### config.mk
export PLATFORM = sky130hd
export DESIGN_NAME = matrix_mac_engine
export DESIGN_NICKNAME = d
export VERILOG_FILES = /design/src/rtl/matrix_pkg.sv /design/src/rtl/mac_unit.sv /design/src/rtl/matrix_mac_engine.sv
export SDC_FILE = /design/constraint.sdc
export NUM_CORES = 1
export LEC_CHECK = 0
export CAP_MARGIN = 20
export CORE_MARGIN = 4
export CORE_UTILIZATION = 60
export DETAILED_ROUTE_END_ITERATION = 8
export PLACE_DENSITY = 0.89
export SLEW_MARGIN = 0
export SYNTH_ARGS = -nofsm -noshare
export SYNTH_HDL_FRONTEND = slang
export SYNTH_SLANG_ARGS = --single-unit
export TNS_END_PERCENT = 50
### constraint.sdc
create_clock -name clk -period 13.1 [get_ports clk]
set_input_delay 1.31 -clock clk [delete_from_list [all_inputs] [get_ports clk]]
set_output_delay 1.31 -clock clk [all_outputs]
set_load 0.03 [all_outputs]
### src/rtl/matrix_pkg.sv
// rtl/matrix_pkg.sv - shared types and state encoding for the matrix MAC engine
//
// Purpose: FSM state constants, default operand/accumulator widths and signed
// element typedefs shared by matrix_mac_engine and mac_unit.
// Ports: none (package).

package matrix_pkg;

  localparam int DEF_DATA_WIDTH = 8;
  localparam int ACC_WIDTH      = 2 * DEF_DATA_WIDTH;

  typedef logic signed [DEF_DATA_WIDTH-1:0] elem_t;
  typedef logic signed [ACC_WIDTH-1:0]      acc_t;

  typedef logic [1:0] state_t;

  localparam logic [1:0] ST_IDLE = 2'd0;
  localparam logic [1:0] ST_MAC  = 2'd1;
  localparam logic [1:0] ST_EMIT = 2'd2;
  localparam logic [1:0] ST_DONE = 2'd3;

endpackage

### src/rtl/mac_unit.sv
// rtl/mac_unit.sv - signed multiply with load/accumulate register
//
// Purpose: acc <= a*b (load) or acc + a*b (accumulate) when en is high;
// the sum wraps modulo 2^(2*DATA_WIDTH).
// Ports:
//   clk, rst  clock, asynchronous active-high reset (acc cleared)
//   en        update acc this cycle
//   load      replace acc with the product instead of adding to it
//   a, b      signed DATA_WIDTH operands
//   acc       signed 2*DATA_WIDTH accumulator

module mac_unit
  import matrix_pkg::*;
#(
  parameter int DATA_WIDTH = DEF_DATA_WIDTH
) (
  input  logic                           clk,
  input  logic                           rst,
  input  logic                           en,
  input  logic                           load,
  input  logic signed [DATA_WIDTH-1:0]   a,
  input  logic signed [DATA_WIDTH-1:0]   b,
  output logic signed [2*DATA_WIDTH-1:0] acc
);

  logic signed [2*DATA_WIDTH-1:0] prod;

  // Size casts keep signedness, so operands are sign-extended before the multiply.
  assign prod = (2*DATA_WIDTH)'(a) * (2*DATA_WIDTH)'(b);

  always_ff @(posedge clk or posedge rst) begin
    if (rst) begin
      acc <= '0;
    end else if (en) begin
      acc <= load ? prod : acc + prod;
    end
  end

endmodule

### src/rtl/matrix_mac_engine.sv
// rtl/matrix_mac_engine.sv - sequential signed matrix multiplier C = A*B
//
// Purpose: holds A (MxN) and B (NxP) storage, runs one MAC per clock and
// emits C row-major over a valid/ready handshake, pulsing done at the end.
// Ports:
//   clk, rst                 clock, asynchronous active-high reset
//   a_wen/a_addr/a_data      A element write (row-major r*N+k), idle only
//   b_wen/b_addr/b_data      B element write (row-major k*P+c), idle only
//   start                    begin computation (honoured in IDLE only)
//   busy                     high in every state except IDLE
//   result_data/row/col      current C element and its position
//   result_valid/ready       output handshake
//   done                     one-cycle pulse after the last transfer

module matrix_mac_engine
  import matrix_pkg::*;
#(
  parameter int M          = 3,
  parameter int N          = 3,
  parameter int P          = 3,
  parameter int DATA_WIDTH = DEF_DATA_WIDTH
) (
  input  logic                           clk,
  input  logic                           rst,
  input  logic                           a_wen,
  input  logic [$clog2(M*N)-1:0]         a_addr,
  input  logic signed [DATA_WIDTH-1:0]   a_data,
  input  logic                           b_wen,
  input  logic [$clog2(N*P)-1:0]         b_addr,
  input  logic signed [DATA_WIDTH-1:0]   b_data,
  input  logic                           start,
  output logic                           busy,
  output logic signed [2*DATA_WIDTH-1:0] result_data,
  output logic [$clog2(M)-1:0]           result_row,
  output logic [$clog2(P)-1:0]           result_col,
  output logic                           result_valid,
  input  logic                           result_ready,
  output logic                           done
);

  localparam int A_SIZE = M * N;
  localparam int B_SIZE = N * P;
  localparam int AW     = $clog2(A_SIZE);
  localparam int BW     = $clog2(B_SIZE);
  localparam int RW     = $clog2(M);
  localparam int CW     = $clog2(P);
  localparam int KW     = (N > 1) ? $clog2(N) : 1;

  logic signed [DATA_WIDTH-1:0] a_mem [A_SIZE];
  logic signed [DATA_WIDTH-1:0] b_mem [B_SIZE];

  state_t        state;
  logic [RW-1:0] r;
  logic [CW-1:0] c;
  logic [KW-1:0] k;
  logic [AW-1:0] a_idx;
  logic [BW-1:0] b_idx;
  logic          last_k;
  logic          last_elem;

  assign busy         = (state != ST_IDLE);
  assign result_valid = (state == ST_EMIT);
  assign done         = (state == ST_DONE);
  assign result_row   = r;
  assign result_col   = c;

  assign a_idx     = AW'(32'(r) * N + 32'(k));
  assign b_idx     = BW'(32'(k) * P + 32'(c));
  assign last_k    = (k == KW'(N - 1));
  assign last_elem = (r == RW'(M - 1)) && (c == CW'(P - 1));

  // Storage writes are only honoured while idle so a running product never
  // sees its operands change underneath it.
  always_ff @(posedge clk or posedge rst) begin
    if (rst) begin
      for (int i = 0; i < A_SIZE; i++) a_mem[i] <= '0;
      for (int i = 0; i < B_SIZE; i++) b_mem[i] <= '0;
    end else if (!busy) begin
      if (a_wen && (32'(a_addr) < A_SIZE)) a_mem[a_addr] <= a_data;
      if (b_wen && (32'(b_addr) < B_SIZE)) b_mem[b_addr] <= b_data;
    end
  end

  always_ff @(posedge clk or posedge rst) begin
    if (rst) begin
      state <= ST_IDLE;
      r     <= '0;
      c     <= '0;
      k     <= '0;
    end else begin
      case (state)
        ST_IDLE: begin
          if (start) begin
            state <= ST_MAC;
            r     <= '0;
            c     <= '0;
            k     <= '0;
          end
        end
        ST_MAC: begin
          if (last_k) begin
            k     <= '0;
            state <= ST_EMIT;
          end else begin
            k <= k + 1'b1;
          end
        end
        ST_EMIT: begin
          if (result_ready) begin
            if (last_elem) begin
              state <= ST_DONE;
            end else begin
              if (c == CW'(P - 1)) begin
                c <= '0;
                r <= r + 1'b1;
              end else begin
                c <= c + 1'b1;
              end
              state <= ST_MAC;
            end
          end
        end
        default: state <= ST_IDLE;
      endcase
    end
  end

  // k==0 marks the first MAC of a dot product, so the accumulator is loaded
  // rather than added to and no previous element leaks in.
  mac_unit #(
    .DATA_WIDTH (DATA_WIDTH)
  ) u_mac (
    .clk  (clk),
    .rst  (rst),
    .en   (state == ST_MAC),
    .load (k == '0),
    .a    (a_mem[a_idx]),
    .b    (b_mem[b_idx]),
    .acc  (result_data)
  );

endmodule

; After elaboration in Yosys (flattened, before gate mapping)
; Index checks and enable logic that the tools add are counted.
[totals]
ff_bits = 168
out_inout_bits = 23
elab_cells = 101
[op_classes]
addsub = 6
mul = 3
order_cmp = 8
eq_ne = 11
n_mux = 29
bitwise = 5
reduce_logical = 16
[op_table]
columns = operator, n
row1 = $bwmux W72, 2
row2 = $bmux W8 S4, 2
row3 = $demux W8 S4, 2
row4 = $mux W8, 6
row5 = $mux W2, 12
row6 = $ge A5 B5 Y1 const B, 4
row7 = $not A4 Y5, 4
row8 = $add A16 B16 Y16, 1
row9 = $mul A8 B8 Y16, 1
row10 = $mux W16, 1
row11 = $pmux W2 S2, 3
row12 = $eq A2 B2 Y1 const B, 5
row13 = $lt A5 B1 Y1 const B, 2
row14 = $add A4 B2 Y4, 2
row15 = $lt A4 B4 Y1 const B, 2
row16 = $mul A2 B2 Y4 const B, 2
row17 = $add A2 B1 Y2 const B, 3
row18 = $ne A2 B2 Y1 const B, 3
row19 = $pmux W2 S3, 1
row20 = $reduce_and A2 Y1, 3
row21 = $reduce_bool A2 Y1, 3
row22 = $logic_and A1 B1 Y1, 5
row23 = $reduce_and A5 Y1, 1
row24 = $logic_not A2 Y1, 2
row25 = other kinds (5), 6

; Logic depth before layout (Yosys ltp)
; Gate-level depths: netlist (run 1).
[depth]
depth_word = 9
ltp_mapped = 34

; Hierarchy
; A second synthesis (run 1) with hierarchy kept.
[hier_totals]
hier_cells = 1004
area_unflattened_um2 = 11393.4
[modules_own_cells]
columns = module, n_inst, cells_each, area_each_um2
row1 = matrix_mac_engine, 1, 534, 7395.8
row2 = mac_unit, 1, 470, 3997.6

; Worst setup path before layout (run 1)
; Ideal clock, no wire load.
[synth_timing]
kind = reg2reg
start = register c[1], in the netlist result_col[1]
end = register u_mac.acc[15]
setup_ps = 129
arrival_ps = 8131
required_ps = 12971
slack_ps = 4841
stages_incl_launch_ff = 34
synth_period_minus_slack_ps = 8259
cell_sequence = dfrtp_1 -> fa_1 -> ha_1 -> fa_1 -> clkbuf_1 -> buf_2 -> mux4_2 -> mux2i_1 -> nor2_1 -> a21oi_1 -> inv_1 -> nand2_1 -> fa_1 -> fa_1 -> inv_1 -> fa_1 -> inv_1 -> fa_1 -> inv_1 -> ha_1 -> a21oi_1 -> nor2_1 -> a211o_1 -> o31ai_2 -> xnor2_1 -> ha_1 -> and3_2 -> nand2_1 -> nand2_1 -> a31oi_4 -> a21oi_2 -> mux2_4 -> nor3b_2 -> a211oi_2
[synth_between]
elab_chain_cells = 8
[synth_lines]
columns = element, line_no
row1 = from (decl), matrix_mac_engine.sv:54  ; logic [CW-1:0] c;
row2 = from (signal assigned), matrix_mac_engine.sv:117  ; c <= c + 1'b1;
row3 = $add A4 B2 Y4 *, matrix_mac_engine.sv:68  ; assign b_idx = BW'(32'(k) * P + 32'(c));
row4 = $not A4 Y5 (not written as such) *, matrix_mac_engine.sv:138  ; .b (b_mem[b_idx]),
row5 = $bmux W8 S4 *, matrix_mac_engine.sv:138
row6 = $mux W8 (not written as such) * (2 in series), matrix_mac_engine.sv:138
row7 = $mul A8 B8 Y16 *, mac_unit.sv:29  ; assign prod = (2*DATA_WIDTH)'(a) * (2*DATA_WIDTH)'(b);
row8 = $add A16 B16 Y16, mac_unit.sv:35  ; acc <= load ? prod : acc + prod;
row9 = $mux W16 *, mac_unit.sv:35
row10 = to (signal assigned), mac_unit.sv:35
row11 = to (decl), mac_unit.sv:23  ; output logic signed [2*DATA_WIDTH-1:0] acc
; Every way passes the cells marked *; elsewhere a longest branch is shown, timed or not. The select of a mux whose other input is x is not followed.
; A chain may end at the register's enable or synchronous reset.

; Final worst setup path (run 1)
[layout_timing]
start = register k[1]
end = register u_mac.acc[15]
[layout_between]
elab_chain_cells = 9
word_cells_on_any_way = 15
[layout_lines]
columns = element, line_no
row1 = from (decl), matrix_mac_engine.sv:55  ; logic [KW-1:0] k;
row2 = from (signal assigned), matrix_mac_engine.sv:105  ; k <= k + 1'b1;
row3 = $mul A2 B2 Y4, matrix_mac_engine.sv:68
row4 = $add A4 B2 Y4, matrix_mac_engine.sv:68
row5 = $not A4 Y5 (not written as such), matrix_mac_engine.sv:138
row6 = $bmux W8 S4, matrix_mac_engine.sv:138
row7 = $mux W8 (not written as such) (2 in series), matrix_mac_engine.sv:138
row8 = $mul A8 B8 Y16, mac_unit.sv:29
row9 = $add A16 B16 Y16, mac_unit.sv:35
row10 = $mux W16 *, mac_unit.sv:35
; Marked as above.

==> run metrics, run 1 <==
outcome=completed; wire per inst=19.6 microns; clock latency on the worst-skew pair=0.43 ns; die area=20600 sq um; Inserted Diodes=0; Final Hold Viols=0; fin nets=1110; Slowest-stage cell, CP=fa_1; max_cap viols=0; FF-to-FF path depth=31; Buf/Inv on CP=4; Syn Inst Count=916; crit path time final=9.16 ns; via/cell ratio=5.99; CP Launch Point=k[1]$_DFFE_PP0P_; Max FO, Critical Path=16; routability cong.=0.875; largest net degree at the start of global routing=90; sequential share of the synthesized area=38.2%; clock sink count=168; most frequent cells in the layout=dfrtp_1 (168), mux2_2 (146), inv_1 (96); Antenna Violating Nets Remaining=0; Initial Utilization=61.1%; Yosys cell types=56; First DRT Iteration DRCs=506; clock skew=0.0108 ns; setup violators final=0; FP Rows=49; syn_area_per_cell=12.0 sq um; number of synthesized flops with an enable pin=0; H-tree Lvls=4; number of global-route vias before repair=7941; Num CTS Buffers=17; hpwl dp=16.7 mm; CP required=13.41 ns; Yosys reg bits=168; Max Freq=109 MHz; Synth async-reset ratio=100%; Synthesized Nets=1060; CP Capture Point=u_mac.acc[15]$_DFFE_PP0P_; r2r startpoint=k[1]$_DFFE_PP0P_; Placeable Area=18000 sq um; Slew headroom=34.3%; initial antenna violation count=0; # Post-CTS Setup Buffers=0; Worst Max-Slew Pin Slew=0.984 ns; placed cell area=11700 sq um; die extent in x=143 microns; CP Launch Type=register; Initial DRT Pass Iterations=6; layout cells sized above 1=24.9%; RSZ-0062 raised after global routing=no; Worst Hold Class=reg2reg; mapped cell area=11000 sq um; post-CTS sizing=0; Most common cell on crit path=fa_1; kind of cell adding the most delay to the critical path=adder cells; Reg2Reg Capture Point=u_mac.acc[15]$_DFFE_PP0P_; num ports=53; Worst Hold Slack=0.504 ns; die height=143 microns; via count=7235; first-pass GRT wire length=39.9 mm; I/O Buffers=52; Pins Over Slew Limit=0; Core Util, Final=68.8%; Post-route DRC=0; ys flop type=dfrtp_1; critical path depth=31; root buffer cell=clkbuf_16; R2R Setup Slk=3.94 ns; total wire length=23.7 mm; crit end category=register; period utilization=69.9%; setup TNS=0 ns; Max Buffers Root-to-Sink=2; clk slew on worst S/H paths=0.07 ns; grt total ovfl=0; CTS Hold Bufs=0; Worst path max stage delay=1.15 ns; critical path arrival=9.47 ns; All-Layer GR Usage=24.6%; kind of critical path=reg2reg; CTS tree=done; hold path depth=1; commonest non-fill, non-tap cell in the layout=dfrtp_1; final instance area=12400 sq um; Ys Warns=0; area delta synth->final=12.6%
## sequential cells by signal, summed over array words and instances (netlist names)
register / count
result_col: 2
result_row: 2
a_mem: 72
k: 2
u_mac.acc: 16
state: 2
b_mem: 72
## area by class of cell
cell class | instances | area [sq um]
sequential | 168 | 4200
clock inverter | 11 | 158
inverter | 97 | 369
fill | 1215 | 5630
timing repair buffer | 57 | 598
multi-input combinational | 625 | 6300
clock buffer | 21 | 480
tap | 229 | 287
## worst reg2reg max path, delay by kind of cell, from the launching register on
| kind | cells | cell delay (ns) |
|---|---|---|
| AOI/OAI and AO/OA | 7 | 1.74 |
| xor gates and xnor gates | 1 | 0.17 |
| adders and majority gates | 9 | 4.53 |
| buffers and inverters | 4 | 0.19 |
| DFF | 1 | 0.50 |
| muxes | 3 | 0.99 |
| and+or+nand+nor | 7 | 0.93 |
## cells by family (layout without fill, tap and decap cells)
logic type,after synthesis,in the layout,synth area share (%)
mux,203,203,23.8
buf+inv,123,186,4.55
flops,168,168,38.2
xor+xnor,29,29,2.31
fa+ha+maj,114,114,17.1
simple gates,179,179,8.21
compound gates,100,100,5.82
## worst min-delay path by stage
stage	slack, ns	start	endpoint
after detailed placement	0.49	a_mem[18]$_DFFE_PP0P_	a_mem[18]$_DFFE_PP0P_
after global routing	0.51	a_mem[18]$_DFFE_PP0P_	a_mem[18]$_DFFE_PP0P_
final	0.50	a_mem[18]$_DFFE_PP0P_	a_mem[18]$_DFFE_PP0P_
after floorplan	0.47	a_mem[33]$_DFFE_PP0P_	a_mem[33]$_DFFE_PP0P_
after global placement	0.48	a_mem[18]$_DFFE_PP0P_	a_mem[18]$_DFFE_PP0P_
after CTS	0.50	a_mem[18]$_DFFE_PP0P_	a_mem[18]$_DFFE_PP0P_
## cells in the mapped netlist (5+ instances only)
master      n  share of area (%)
xnor2_1    18                1.4
ha_1       53                6.0
nor2b_1     7               0.40
nor2_1     86                2.9
mux2i_1    24                2.2
mux2_2    146                 15
fa_1       61                 11
buf_2       7               0.32
inv_1      97                3.3
o21ai_0    22                1.0
o21a_1      5               0.34
mux4_2     32                6.5
or2_2       5               0.28
a21o_1      7               0.48
o21bai_1    5               0.34
clkbuf_1   15               0.51
nand2b_1   11               0.63
xor2_1     11               0.88
nor3_1      5               0.23
dfrtp_1   168                 38
a21oi_1    37                1.7
nand2_1    32                1.1
## layer usage
layer  share of wire (%)  track usage, %
met1                  43            32.9
met2                  50            40.8
met3                 4.1            4.36
met4                 2.3            8.72
met5                   0               0
## stage by stage
step	worst slack, ns	cells
after floorplan	4.84	916
after global placement	4.27	1174
after detailed placement	4.00	1174
after CTS	3.98	1206
after global routing	3.45	1208
final	3.94	1208
Power of run 1 is left out: the tool's default activity adds up to more than one toggle a clock period on the data nets, which glitch-free logic cannot reach.
==> run 2: changes to the inputs <==
--- a/config.mk
+++ b/config.mk
@@ -7,9 +7,9 @@
 export LEC_CHECK = 0
 export CAP_MARGIN = 20
 export CORE_MARGIN = 4
-export CORE_UTILIZATION = 60
+export CORE_UTILIZATION = 56
 export DETAILED_ROUTE_END_ITERATION = 8
-export PLACE_DENSITY = 0.89
+export PLACE_DENSITY = 0.88
 export SLEW_MARGIN = 0
 export SYNTH_ARGS = -nofsm -noshare
 export SYNTH_HDL_FRONTEND = slang
==> constraint.sdc (replaced) <==
create_clock -name clk -period 8.15 [get_ports clk]
set_input_delay 0.815 -clock clk [delete_from_list [all_inputs] [get_ports clk]]
set_output_delay 0.815 -clock clk [all_outputs]
set_load 0.03 [all_outputs]
==> run 2 against run 1 <==
  * Flip-flop and latch count is the same
  * Cell count rose by 7.9%
  * First-iteration DRC count is 11% lower
  * Routed wire length rose by 9.0%
  * Fmax rose by 14%
  * Sequential share of layout area is 1.9 points lower
  * Worst setup slack got worse by 3.8 ns
  * Count of clock-buffer cells in the layout down 2
  * Cell area up 6.1%
  * Via count is 5.0% higher
  * Non-clock buffer count increased by 60
  * Utilization shrank 0.99 points
==> run metrics, run 2 (synthesized netlist as in run 1, its figures left out) <==
crit end category=register (unchanged); num ports=53 (unchanged); setup violators final=0 (unchanged); R2R Setup Slk=0.12 ns (was 3.94 ns); hpwl dp=16.8 mm (was 16.7 mm); root buffer cell=clkbuf_16 (unchanged); Layout Cells excl Fill=1304 (was 1208); Worst Hold Class=reg2reg (unchanged); FF-to-FF path depth=33 (was 31); commonest non-fill, non-tap cell in the layout=dfrtp_1 (unchanged); Pins Over Slew Limit=0 (unchanged); grt total ovfl=0 (unchanged); H-tree Lvls=4 (unchanged); CTS tree=done (unchanged); Buf/Inv on CP=6 (was 4); CP required=8.47 ns (was 13.41 ns); initial antenna violation count=0 (unchanged); wire per inst=19.8 microns (was 19.6 microns); FP Rows=51 (was 49); I/O Buffers=52 (unchanged); total wire length=25.8 mm (was 23.7 mm); dpl cells=1237 (was 1174); largest registers=a_mem x72, b_mem x72, u_mac.acc x16 (unchanged); kind of cell adding the most delay to the critical path=adder cells (unchanged); All-Layer GR Usage=23.0% (was 24.6%); kind of critical path=reg2reg (unchanged); Reg2Reg Capture Point=u_mac.acc[15]$_DFFE_PP0P_ (unchanged); r2r startpoint=k[0]$_DFFE_PP0P_ (was k[1]$_DFFE_PP0P_); Worst path max stage delay=0.61 ns (was 1.15 ns); layout cells sized above 1=33.5% (was 24.9%); fin nets=1170 (was 1110); Max Buffers Root-to-Sink=2 (unchanged); most frequent cells in the layout=dfrtp_1 (165), mux2_2 (146), inv_1 (92) (was dfrtp_1 (168), mux2_2 (146), inv_1 (96)); Num CTS Buffers=17 (unchanged); fill count=1296 (was 1215); hold path depth=1 (unchanged); clock latency on the worst-skew pair=0.44 ns (was 0.43 ns); Initial Utilization=56.7% (was 61.1%); outcome=completed (unchanged); clock skew=0.00538 ns (was 0.0108 ns); crit path time final=8.03 ns (was 9.16 ns); Most common cell on crit path=fa_1 (unchanged); number of global-route vias before repair=7856 (was 7941); via count=7594 (was 7235); Antenna Violating Nets Remaining=0 (unchanged); Final Hold Viols=0 (unchanged); Post-route DRC=0 (unchanged); critical path arrival=8.35 ns (was 9.47 ns); clock sink count=168 (unchanged); First DRT Iteration DRCs=452 (was 506); clk slew on worst S/H paths=0.07 ns (about the same); die height=148 microns (was 143 microns); CP Launch Type=register (unchanged); die extent in x=148 microns (was 143 microns); via/cell ratio=5.82 (was 5.99); die area=22000 sq um (was 20600 sq um); largest net degree at the start of global routing=100 (was 90); area delta synth->final=19.5% (was 12.6%); Initial DRT Pass Iterations=5 (was 6); Max FO, Critical Path=7 (was 16); Worst Max-Slew Pin Slew=0.944 ns (was 0.984 ns); Slowest-stage cell, CP=fa_2 (was fa_1); routability cong.=0.866 (was 0.875); Slew headroom=36.8% (was 34.3%); first-pass GRT wire length=40.2 mm (was 39.9 mm); Inserted Diodes=0 (unchanged); period utilization=98.5% (was 69.9%); hold path start=a_mem[24]$_DFFE_PP0P_ (was a_mem[18]$_DFFE_PP0P_); Placeable Area=19400 sq um (was 18000 sq um); Hold EP=a_mem[24]$_DFFE_PP0P_ (was a_mem[18]$_DFFE_PP0P_); max_cap viols=0 (unchanged); Max Freq=125 MHz (was 109 MHz)
## run 2: repair_timing
item                       4_1_cts  5_1_grt
pin swaps                        0       31
hold buffers                     0        0
setup buffers                    0       32
cloned                           0        2
setup endpoints to repair        2        5
gates resized for setup          4       48
## run 2: how the worst max path moves through the flow
stage | startpoint | endpoint | slack [ns] | cells after the start
global route | k[1]$_DFFE_PP0P_ | u_mac.acc[15]$_DFFE_PP0P_ | -0.15 | 33
detailed placement | k[1]$_DFFE_PP0P_ | u_mac.acc[15]$_DFFE_PP0P_ | -0.06 | 32
global placement | k[1]$_DFFE_PP0P_ | u_mac.acc[15]$_DFFE_PP0P_ | 0.23 | 32
finish | k[0]$_DFFE_PP0P_ | u_mac.acc[15]$_DFFE_PP0P_ | 0.12 | 33
floorplan | result_col[1]$_DFFE_PP0P_ | u_mac.acc[15]$_DFFE_PP0P_ | 0.005 | 30
CTS | k[0]$_DFFE_PP0P_ | u_mac.acc[15]$_DFFE_PP0P_ | 0.04 | 31
## run 2: through the flow
stage                     setup slack, ns  hold slack (ns)  TNS [ns]  utilization (%)  area (sq um)
after global routing               -0.148            0.518    -0.214             67.8         13200
after floorplan                   0.00458            0.474         0                -         11000
after global placement              0.230            0.481         0             62.0         12000
after detailed placement          -0.0576            0.491   -0.0576             62.0         12000
after CTS                          0.0378            0.506         0             65.1         12600
final                               0.123            0.503         0             67.8         13200
## run 2: layout make-up
class                   count  area, sq um  area share (%)
repair buffers            117         1110            8.45
clock buffers              19          443            3.37
well taps                 265          332            2.52
clock inverters            13          155            1.18
flip-flops and latches    168         4210            32.0
multi-input cells         625         6530            49.7
inverters                  97          369            2.81
## run 2: per-layer routing
| metal | up-vias | global-route usage [%] | wire length, microns | part of all wire [%] |
|---|---|---|---|---|
| met5 | - | 0 | 0 | 0 |
| met4 | 0 | 6.79 | 650 | 2.5 |
| met3 | 57 | 3.78 | 1250 | 4.8 |
| met2 | 258 | 39.8 | 13200 | 51 |
| met1 | 3888 | 30.2 | 10700 | 42 |
| li1 | 3391 | - | - | - |
Power of run 2 is left out for the same reason.
==> run 3: changes to the inputs <==
--- a/config.mk
+++ b/config.mk
@@ -10,7 +10,7 @@
 export CORE_UTILIZATION = 56
 export DETAILED_ROUTE_END_ITERATION = 8
 export PLACE_DENSITY = 0.88
-export SLEW_MARGIN = 0
+export SLEW_MARGIN = 25
 export SYNTH_ARGS = -nofsm -noshare
 export SYNTH_HDL_FRONTEND = slang
 export SYNTH_SLANG_ARGS = --single-unit
==> run 3 against run 2 <==
  * Critical path depth is 1 higher
  * Critical endpoint unchanged
  * Hold slack better by 0.00089 ns
  * Largest cell class unchanged
  * Utilization down 0.27 points
  * Global-route usage fell by 0.23 points
  * Cell area decreased by 0.40%
==> run metrics, run 3 (synthesized netlist as in run 1, its figures left out) <==
FF-to-FF path depth=34 (was 33); critical path arrival=8.46 ns (was 8.35 ns); setup violators final=0 (unchanged); die height=148 microns (unchanged); CP Capture Point=u_mac.acc[15]$_DFFE_PP0P_ (unchanged); Worst Hold Slack=0.504 ns (was 0.503 ns); commonest non-fill, non-tap cell in the layout=dfrtp_1 (unchanged); fill count=1296 (unchanged); Slowest-stage cell, CP=fa_1 (was fa_2); total wire length=25.6 mm (was 25.8 mm); die extent in x=148 microns (unchanged); max_cap viols=0 (unchanged); largest registers=a_mem x72, b_mem x72, u_mac.acc x16 (unchanged); All-Layer GR Usage=22.8% (was 23.0%); Worst path max stage delay=0.59 ns (was 0.61 ns); via count=7547 (was 7594); CP Launch Point=k[1]$_DFFE_PP0P_ (was k[0]$_DFFE_PP0P_); r2r startpoint=k[1]$_DFFE_PP0P_ (was k[0]$_DFFE_PP0P_); CP Launch Type=register (unchanged); Layout Cells excl Fill=1299 (was 1304); clk slew on worst S/H paths=0.07 ns (about the same); die area=22000 sq um (unchanged); Slew headroom=38.2% (was 36.8%); Initial Utilization=56.7% (unchanged); Reg2Reg Capture Point=u_mac.acc[15]$_DFFE_PP0P_ (unchanged); period utilization=100% (was 98.5%); crit path time final=8.15 ns (was 8.03 ns); R2R Setup Slk=0.002 ns (was 0.12 ns); fin nets=1166 (was 1170); I/O Buffers=52 (unchanged); clock latency on the worst-skew pair=0.44 ns (about the same); via/cell ratio=5.81 (was 5.82); initial antenna violation count=0 (unchanged); Initial DRT Pass Iterations=5 (unchanged); First DRT Iteration DRCs=554 (was 452); first-pass GRT wire length=39.9 mm (was 40.2 mm); clock sink count=168 (unchanged); kind of critical path=reg2reg (unchanged); Most common cell on crit path=fa_1 (unchanged); Max Freq=123 MHz (was 125 MHz); routability cong.=0.866 (unchanged); Inserted Diodes=0 (unchanged); crit end category=register (unchanged); number of global-route vias before repair=7887 (was 7856); Pins Over Slew Limit=0 (unchanged); Antenna Violating Nets Remaining=0 (unchanged); FP Rows=51 (unchanged); hpwl dp=16.8 mm (about the same); num ports=53 (unchanged); Max Buffers Root-to-Sink=2 (unchanged); Post-route DRC=0 (unchanged); Max FO, Critical Path=7 (unchanged); Core Util, Final=67.5% (was 67.8%); CTS Hold Bufs=0 (unchanged); outcome=completed (unchanged); area delta synth->final=19.0% (was 19.5%); wire per inst=19.7 microns (was 19.8 microns); final instance area=13100 sq um (was 13200 sq um); root buffer cell=clkbuf_16 (unchanged); grt total ovfl=0 (unchanged); Worst Hold Class=reg2reg (unchanged); placed cell area=12000 sq um (about the same); clock skew=0.0108 ns (was 0.00538 ns); CTS tree=done (unchanged); Num CTS Buffers=17 (unchanged); H-tree Lvls=4 (unchanged); layout cells sized above 1=33.3% (was 33.5%); largest net degree at the start of global routing=100 (unchanged); CP required=8.46 ns (was 8.47 ns); dpl cells=1237 (unchanged); most frequent cells in the layout=dfrtp_1 (165), mux2_2 (146), inv_1 (93) (was dfrtp_1 (165), mux2_2 (146), inv_1 (92)); Final Hold Viols=0 (unchanged); Placeable Area=19400 sq um (unchanged); Worst Max-Slew Pin Slew=0.922 ns (was 0.944 ns)
## run 3: changes by cell type in the layout (fill, tap and decap cells not counted), sizes merged
cell and change:
clkinvlp -1, bufinv -1, clkbuf -1, inv -2
clkinv +3, buf -3
## run 3: how the worst min path moves through the flow
stage                               start               endpoint  cells after the start
floorplan           a_mem[33]$_DFFE_PP0P_  a_mem[33]$_DFFE_PP0P_                      1
global placement    a_mem[17]$_DFFE_PP0P_  a_mem[17]$_DFFE_PP0P_                      1
detailed placement  a_mem[33]$_DFFE_PP0P_  a_mem[33]$_DFFE_PP0P_                      1
CTS                 a_mem[18]$_DFFE_PP0P_  a_mem[18]$_DFFE_PP0P_                      1
global route         b_mem[0]$_DFFE_PP0P_   b_mem[0]$_DFFE_PP0P_                      1
finish              b_mem[16]$_DFFE_PP0P_  b_mem[16]$_DFFE_PP0P_                      1
## run 3: cell type report
type                            count  area, sq um  share of cell area (%)
Inverter                           97          369                    2.82
Timing Repair Buffer              113         1080                    8.28
Sequential cell                   168         4210                    32.1
Multi-Input combinational cell    625         6540                    50.0
Clock buffer                       19          453                    3.46
Tap cell                          265          332                    2.53
Clock inverter                     12          109                   0.831
## run 3: critical path: cells and delay by family (launching register included)
family                   cells  cell delay [ns]
AND/OR/NAND/NOR              7             0.84
XOR/XNOR                     1             0.29
buffers and inverters        7             0.69
flip-flops                   1             0.45
adder cells (fa/ha/maj)      9             4.07
AO/OA/AOI/OAI                7             0.87
multiplexers                 3             0.82
## run 3: what timing repair did
action,4_1_cts,5_1_grt
hold endpoints to repair,0,0
gates cloned,0,1
pin swaps,0,30
endpoints found under the setup margin,2,6
setup buffers,2,28
gates resized for setup,5,47
## run 3: metrics by stage
| stage | worst slack (ns) | setup TNS [ns] |
|---|---|---|
| floorplan | 0.00458 | 0 |
| global placement | 0.230 | 0 |
| detailed placement | -0.0718 | -0.0718 |
| CTS | 0.00129 | 0 |
| global route | -0.293 | -0.667 |
| finish | 0.00179 | 0 |
## run 3: layer usage
metal  GRT usage (%)  wire [microns]  vias to the layer above  part of all wire, %
li1                -               -                     3368                    -
met1            29.5           10400                     3875                   41
met2            39.1           13200                      246                   51
met3            4.57            1330                       58                  5.2
met4            6.84             703                        0                  2.7
met5               0               0                        -                    0
Power of run 3 is left out for the same reason.
